## config.mk

```make
export PLATFORM = sky130hd
export DESIGN_NAME = axis_frame_guard
export DESIGN_NICKNAME = d
export VERILOG_FILES = /design/src/rtl/axis_frame_guard.sv
export SDC_FILE = /design/constraint.sdc
export NUM_CORES = 1
export LEC_CHECK = 0
export ABC_AREA = 1
export BUFFER_PORTS_ARGS = -buffer_cell sky130_fd_sc_hd__buf_2
export CORE_ASPECT_RATIO = 0.9
export CORE_UTILIZATION = 45
export CTS_CLUSTER_SIZE = 12
export DETAILED_ROUTE_END_ITERATION = 16
export PLACE_DENSITY_LB_ADDON = 0.05
export RECOVER_POWER = 25
export SYNTH_ARGS = -nofsm -noshare
export SYNTH_HDL_FRONTEND = slang
export SYNTH_SLANG_ARGS = --single-unit
```

## constraint.sdc

```tcl
create_clock -name i_clk -period 2 [get_ports i_clk]
set_input_delay 0.5 -clock i_clk [delete_from_list [all_inputs] [get_ports i_clk]]
set_output_delay 0.5 -clock i_clk [all_outputs]
set_load 0.02 [all_outputs]
```

## src/rtl/axis_frame_guard.sv

```systemverilog
// Length guard for an AXI-stream: truncates frames longer than MAX_BEATS and flags runts below MIN_BEATS.
// Latency: one cycle from input handshake to m_axis_tvalid when the output is not stalled.
// Backpressure: two-entry skid output; s_axis_tready is registered and drops only while the skid entry is full.
`timescale 1ns/1ps
module axis_frame_guard #(
   parameter int DATA_W    = 8,
   parameter int KEEP_W    = (DATA_W + 7) / 8,
   parameter int ID_W      = 8,
   parameter int DST_W     = 8,
   parameter int USR_W     = 1,
   parameter int MAX_BEATS = 64,
   parameter int MIN_BEATS = 1,
   parameter int CNT_W     = 16
) (
   input  logic              i_clk,
   input  logic              i_srst_n,
   input  logic [DATA_W-1:0] i_s_axis_tdata,
   input  logic [KEEP_W-1:0] i_s_axis_tkeep,
   input  logic              i_s_axis_tlast,
   input  logic [ID_W-1:0]   i_s_axis_tid,
   input  logic [DST_W-1:0]  i_s_axis_tdest,
   input  logic [USR_W-1:0]  i_s_axis_tuser,
   input  logic              i_s_axis_tvalid,
   output logic              o_s_axis_tready,
   output logic [DATA_W-1:0] o_m_axis_tdata,
   output logic [KEEP_W-1:0] o_m_axis_tkeep,
   output logic              o_m_axis_tlast,
   output logic [ID_W-1:0]   o_m_axis_tid,
   output logic [DST_W-1:0]  o_m_axis_tdest,
   output logic [USR_W-1:0]  o_m_axis_tuser,
   output logic              o_m_axis_tvalid,
   input  logic              i_m_axis_tready,
   output logic              o_stat_good_frame,
   output logic              o_stat_runt_frame,
   output logic              o_stat_trunc_frame,
   output logic [CNT_W-1:0]  o_stat_frame_cnt
);

   localparam int CW = $clog2(MAX_BEATS + 1);
   localparam int BW = DATA_W + KEEP_W + 1 + ID_W + DST_W + USR_W;
   // count value held while the last permitted beat is being accepted
   localparam logic [CW-1:0] LP_CNT_TRUNC = CW'(MAX_BEATS - 1);
   localparam logic [CW-1:0] LP_CNT_MAX   = CW'(MAX_BEATS);
   localparam logic [CW:0]   LP_MIN       = (CW + 1)'(MIN_BEATS);

   typedef enum logic [1:0] {ST_IDLE, ST_PASS, ST_DROP} state_t;

   state_t           r_state, w_state_nxt;
   logic [CW-1:0]    r_beat_cnt, w_beat_cnt_nxt;
   logic [CW:0]      w_final_len;
   logic             w_acc, w_push, w_last_out;
   logic [USR_W-1:0] w_user_out;
   logic             w_good, w_runt, w_trunc;
   logic [BW-1:0]    w_beat, r_main, r_skid;
   logic             r_main_vld, r_skid_vld, r_rdy;
   logic             w_pop, w_main_load, w_skid_nxt;
   logic             r_good, r_runt, r_trunc;
   logic [CNT_W-1:0] r_frame_cnt;

   assign w_acc       = i_s_axis_tvalid & r_rdy;
   // length of the frame if the beat being accepted now were its last
   assign w_final_len = {1'b0, r_beat_cnt} + 1'b1;

   // Frame state and beat counter register
   always_ff @(posedge i_clk or negedge i_srst_n) begin
      if (!i_srst_n) begin
         r_state    <= ST_IDLE;
         r_beat_cnt <= '0;
      end else begin
         r_state    <= w_state_nxt;
         r_beat_cnt <= w_beat_cnt_nxt;
      end
   end

   // Next state, forwarded beat fields and per-frame classification
   always_comb begin
      w_state_nxt    = r_state;
      w_beat_cnt_nxt = r_beat_cnt;
      w_push         = 1'b0;
      w_last_out     = i_s_axis_tlast;
      w_user_out     = i_s_axis_tuser;
      w_good         = 1'b0;
      w_runt         = 1'b0;
      w_trunc        = 1'b0;
      case (r_state)
         ST_IDLE, ST_PASS: begin
            if (w_acc) begin
               w_push = 1'b1;
               if (i_s_axis_tlast) begin
                  w_state_nxt    = ST_IDLE;
                  w_beat_cnt_nxt = '0;
                  if (w_final_len < LP_MIN) begin
                     w_runt        = 1'b1;
                     w_user_out[0] = 1'b1;
                  end else begin
                     w_good = 1'b1;
                  end
               end else if (r_beat_cnt == LP_CNT_TRUNC) begin
                  // last permitted beat without tlast: close the frame here, drop the tail
                  w_state_nxt    = ST_DROP;
                  w_beat_cnt_nxt = LP_CNT_MAX;
                  w_last_out     = 1'b1;
                  w_user_out[0]  = 1'b1;
                  w_trunc        = 1'b1;
               end else begin
                  w_state_nxt    = ST_PASS;
                  w_beat_cnt_nxt = r_beat_cnt + 1'b1;
               end
            end
         end
         ST_DROP: begin
            if (w_acc && i_s_axis_tlast) begin
               w_state_nxt    = ST_IDLE;
               w_beat_cnt_nxt = '0;
            end
         end
         default: begin
            w_state_nxt    = ST_IDLE;
            w_beat_cnt_nxt = '0;
         end
      endcase
   end

   assign w_beat      = {i_s_axis_tdata, i_s_axis_tkeep, w_last_out, i_s_axis_tid, i_s_axis_tdest, w_user_out};
   assign w_pop       = r_main_vld & i_m_axis_tready;
   assign w_main_load = ~r_main_vld | w_pop;
   // skid keeps a beat only when main cannot take one this cycle
   assign w_skid_nxt  = w_main_load ? (r_skid_vld & w_push) : (r_skid_vld | w_push);

   // Two-entry output buffer: main feeds m_axis, skid absorbs the beat in flight during a stall
   always_ff @(posedge i_clk or negedge i_srst_n) begin
      if (!i_srst_n) begin
         r_main_vld <= 1'b0;
         r_skid_vld <= 1'b0;
         r_rdy      <= 1'b0;
         r_main     <= '0;
         r_skid     <= '0;
      end else begin
         if (w_main_load) begin
            r_main_vld <= r_skid_vld | w_push;
            r_main     <= r_skid_vld ? r_skid : w_beat;
         end
         // harmless when the beat goes straight to main: skid stays invalid
         if (w_push) begin
            r_skid <= w_beat;
         end
         r_skid_vld <= w_skid_nxt;
         r_rdy      <= ~w_skid_nxt;
      end
   end

   // Registered status pulses and emitted-frame counter
   always_ff @(posedge i_clk or negedge i_srst_n) begin
      if (!i_srst_n) begin
         r_good      <= 1'b0;
         r_runt      <= 1'b0;
         r_trunc     <= 1'b0;
         r_frame_cnt <= '0;
      end else begin
         r_good  <= w_good;
         r_runt  <= w_runt;
         r_trunc <= w_trunc;
         if (w_push && w_last_out) begin
            r_frame_cnt <= r_frame_cnt + 1'b1;
         end
      end
   end

   assign {o_m_axis_tdata, o_m_axis_tkeep, o_m_axis_tlast,
           o_m_axis_tid, o_m_axis_tdest, o_m_axis_tuser} = r_main;
   assign o_m_axis_tvalid    = r_main_vld;
   assign o_s_axis_tready    = r_rdy;
   assign o_stat_good_frame  = r_good;
   assign o_stat_runt_frame  = r_runt;
   assign o_stat_trunc_frame = r_trunc;
   assign o_stat_frame_cnt   = r_frame_cnt;

endmodule

```

==> Word level (Yosys, flattened, before mapping) <==
Index checks and enable logic that the tools add are counted.
{ "classes": {"n_addsub": 3, "multipliers": 0, "div": 0, "n_lt_le_gt_ge": 1, "eq_ne": 5, "shifts": 0, "mux": 34, "bitwise": 7, "n_reduce_logical": 5} }
{ "ops": {"columns": ["cell", "n"], "rows": [
  ["$mux 7", 4],
  ["$mux 27", 1],
  ["$mux 1", 23],
  ["$add 16x1->16 const B", 1],
  ["$pmux 7 s2", 1],
  ["$add 7x1->8 const B", 1],
  ["$lt 8x1->1 const B", 1],
  ["$mux 2", 4],
  ["$add 7x1->7 const B", 1],
  ["$eq 7x6->1 const B", 1],
  ["$ne 2x2->1 const B", 2],
  ["$pmux 2 s2", 1],
  ["$and 1x1->1", 3],
  ["$eq 2x1->1 const B", 1],
  ["$eq 2x2->1 const B", 1],
  ["$logic_and 1x1->1", 2],
  ["$logic_not 2->1", 1],
  ["$not 1->1", 2],
  ["$or 1x1->1", 2],
  ["$reduce_and 2->1", 1],
  ["$reduce_or 2->1", 1]
]} }
{ "totals": {"ff_bits": 85, "latchBits": 0, "ram_bits": 0, "rom_bits": 0, "inputBits": 31, "wordCells": 66, "n_memories": 0} }

==> Longest topological paths before layout <==
{ "logic_depth": {"word_depth": 7, "mapped_depth": 11, "ltp_nobuf": 11} }

==> Worst setup path after synthesis <==
Ideal clock, no wire load.
{ "synth_path": {"path_type": "register -> register", "startpoint": "register r_beat_cnt[0]", "endpoint": "register r_frame_cnt[8] (netlist: o_stat_frame_cnt[8])", "arrival_ns": 1.445, "required_time_ns": 1.877, "path_slack_ns": 0.432, "stages_incl_launch_ff": 10, "path_buffers": 0, "period_less_slack_ns": 1.568, "path_cell_list": "dfrtp_1 > ha_1 > nand3_2 > nor3_4 > nand2_2 > nand2_4 > nand2_2 > nor2_4 > nand2_1 > xor2_1"} }
{ "synth_between": {"elab_chain_len": 6} }
{ "synth_rtl": {"columns": ["element", "line", "rtl"], "rows": [
  ["from (decl)", "49", "logic [CW-1:0] r_beat_cnt, w_beat_cnt_nxt;"],
  ["from (signal assigned)", "71", "r_beat_cnt <= w_beat_cnt_nxt;"],
  ["$eq 7x6->1", "98", "end else if (r_beat_cnt == LP_CNT_TRUNC) begin"],
  ["$mux 1", "98", null],
  ["$mux 1", "89", "if (i_s_axis_tlast) begin"],
  ["$mux 1", "87", "if (w_acc) begin"],
  ["$mux 1", "85", "case (r_state)"],
  ["$logic_and 1x1->1", "163", "if (w_push && w_last_out) begin"],
  ["to (signal assigned)", "164", "r_frame_cnt <= r_frame_cnt + 1'b1;"],
  ["to (decl)", "58", "logic [CNT_W-1:0] r_frame_cnt;"]
]} }
No other way between the ends.
A chain may end at the register's enable or synchronous reset.

==> Worst setup path after layout <==
Ends and elaborated chain as after synthesis.

==> metrics <==
n_diodes 0; first-pass GRT wire length between 10000 and 15000 um; Crit path arrival time around 2 ns; syn nets just under 500; most frequent cells in the layout nand2_1 (149), dfrtp_1 (85), buf_2 (77); #FFs+latches synth 85; Horiz. Die Dim about 99 um; port buffer count 78; DIE AREA 8890 sq um; CTS tree built; CP endpoint kind register; DR top layer met4; Rel. slew slack -10.9%; drt total wl between 8000 and 9000 um; initial core utilization 47.1%; setup_tns 0 ns; All-Layer GR Usage 21.6%; number of gates resized after CTS 0; DP Worst Slack roughly 0.12 ns; clock sink count 85; hold buffers post-CTS 0; Final ANT Viol Nets 0; Final Skew roughly 0.011 ns; clk_lat worst skew 0.35 ns; Yosys cell types 28; Hold Worst Slack between 0.3 and 0.4 ns; final-layout fill cell count between 700 and 800; CTS Buf Count 9; CTS root buf clkbuf_8; initial drt markers about 140; post-layout util between 50% and 60%; Gate Count Post-Synth approximately 460; placed cell count between 600 and 700; Mapped Area ~3800 sq um; DP HPWL between 6000 and 7000 um; non-filler cells, final around 640; most common cell after layout, fill and taps aside nand2_1; Worst Path Max Fanout 13; met3 WL approximately 410 um; setup ws final 0.186 ns; # setup viols final 0; Worst VDD drop between 700 and 800 uV; Pleak approximately 2.3 nW; hold path depth 3; kind of critical path reg -> reg; I/O Pins 79; Layout Nets 570; R2R cell count 9; Clock power frac between 10% and 20%; Remaining DRCs 0; Hold Path Class in -> reg; status complete, but fails checks; Ys Warns 0; maximum operating frequency between 500 and 600 MHz; Metal-1 WL about 4200 um; FF-to-FF End o_stat_frame_cnt[8]; gpl congestion ~0.79; Worst-path clk slew 0.08 ns; Final Hold Viols 0; drt first pass iters 4; Die Ht roughly 90 um; Layout Area Growth over Synthesis 18.5%; combinational share of power approximately 40%; CTS max path bufs 2; max-slew violations 31; Max-Cap Viols 1; core footprint 8150 sq um; Vias/cell between 5 and 6; failing checks max-capacitance violations, max-slew violations; wire per inst around 14 um; pin count of the biggest net entering global routing 42; wire length on met2 about 4300 um; HP Start i_s_axis_tdata[5]; top cell type's share of synthesized area a little under three fifths; postcts setup bufs 0; Crit Reg-Reg Startpoint r_beat_cnt[0]; net switching power figure 2.71 mW; cell taking the most area after synthesis dfrtp_1; Switching Share between 40% and 50%; period utilization 90.7%; Internal roughly 3.7 mW; fraction of layout cells with a size suffix above 1 20.5%; RSZ-0062 raised after global routing false; number of H-tree levels 3; pwr/cell area approximately 1400 nW/um^2; WHS Endpoint r_skid[24]; CP required around 2.2 ns; CP Launch Type register; Synth Area per Inst between 8 and 9 sq um; row count 31; vias roughly 3200; sequential power share 43.5%; via count of the first global-routing pass 3130; Seq/Total Area, Yosys approximately 56%; Worst-Margin Slew ~1.7 ns; fin crit period 1.81 ns; R2R Setup Slk ~0.19 ns; most area-consuming cells after synthesis dfrtp_1 (56%), nand2_1 (15%), a21oi_1 (7.1%), nor2_1 (4.1%), inv_1 (3.2%); number of antenna violations at the first check in global routing 0; overflow left after global routing 0
-- power by group through the flow --
stage	clock (mW)	sequential, mW	combinational [mW]
2_1_floorplan	0	3.24	1.18
3_3_place_gp	0	2.81	2.50
3_5_place_dp	0	2.82	2.54
4_1_cts	1.16	2.80	2.55
5_1_grt	1.23	2.88	2.80
6_report	1.12	2.80	2.51
-- sequential cells by signal (all words and copies together), names as in the netlist --
register,cells
o_stat_trunc_frame,1
o_s_axis_tready,1
r_state,2
o_stat_runt_frame,1
r_skid_vld,1
o_m_axis_tvalid,1
r_beat_cnt,7
o_stat_good_frame,1
r_main,27
r_skid,27
o_stat_frame_cnt,16
-- area by class of cell --
type	instances	area, sq um	share of cell area [%]
clock buffer	13	159	3.50
inverter	34	128	2.81
tap	99	124	2.73
clock inverter	3	20.0	0.441
multi-input combinational	319	1510	33.1
sequential	85	2130	46.8
timing repair buffer	88	480	10.6
-- cell families after synthesis --
group | Yosys count | share of synthesized area [%]
buffers and inverters | 52 | 5.29
adder cells (fa/ha/maj) | 2 | 0.653
AO/OA/AOI/OAI | 75 | 10.0
AND/OR/NAND/NOR | 228 | 25.3
XOR/XNOR | 14 | 3.20
flip-flops | 85 | 55.5
-- worst max-delay path by stage --
stage / from / endpoint / slack [ns] / cells past startpoint
floorplan: r_beat_cnt[0] / o_stat_frame_cnt[8] / 0.43 / 9
global placement: i_s_axis_tvalid / r_beat_cnt[4] / 0.19 / 7
detailed placement: i_s_axis_tvalid / r_beat_cnt[6] / 0.12 / 7
CTS: r_beat_cnt[0] / o_stat_frame_cnt[8] / 0.18 / 9
global route: i_srst_n / r_state[0] / 0.02 / 2
finish: r_beat_cnt[0] / o_stat_frame_cnt[8] / 0.19 / 9
-- worst max-delay path, stage by stage (launching register included) --
cell and delay [ns]:
dfrtp_1 0.47, ha_1 0.24, nand3_2 0.14, nor3_4 0.19, nand2_2 0.10, nand2_4 0.16
nand2_2 0.11, nor2_4 0.10, nand2_1 0.06, xor2_1 0.13
-- cell usage after synthesis --
| master | instances |
|---|---|
| o21a_1 | 1 |
| nand3_1 | 17 |
| nand3_2 | 1 |
| a21oi_1 | 54 |
| clkbuf_1 | 8 |
| dfrtp_1 | 85 |
| nand2_4 | 1 |
| o21ai_0 | 15 |
| nand3b_1 | 1 |
| clkinv_1 | 1 |
| nor2_4 | 3 |
| buf_2 | 3 |
| nor3b_1 | 1 |
| buf_4 | 1 |
| nor3_4 | 1 |
| ha_1 | 2 |
| o22ai_1 | 4 |
| nand2_2 | 2 |
| nand2_1 | 149 |
| nor3_1 | 5 |
| nand3b_4 | 1 |
| a31oi_1 | 1 |
| nand4_1 | 4 |
| nor2_1 | 42 |
| buf_1 | 6 |
| xnor2_1 | 3 |
| xor2_1 | 11 |
| inv_1 | 33 |
-- per-stage QoR --
| step | cell area, sq um | total power [mW] |
|---|---|---|
| 5_1_grt | 4540 | 6.91 |
| 2_1_floorplan | 3830 | 4.42 |
| 3_3_place_gp | 4380 | 5.31 |
| 4_1_cts | 4560 | 6.51 |
| 6_report | 4540 | 6.43 |
| 3_5_place_dp | 4380 | 5.36 |
-- layer usage --
layer / vias to the layer above / global-route usage [%]
li1: 1615 / -
met1: 1511 / 27.2
met2: 83 / 37.9
met3: 7 / 4.77
met4: 0 / 5.75
met5: - / 0
No activity file was read; power rests on OpenSTA's default activity.
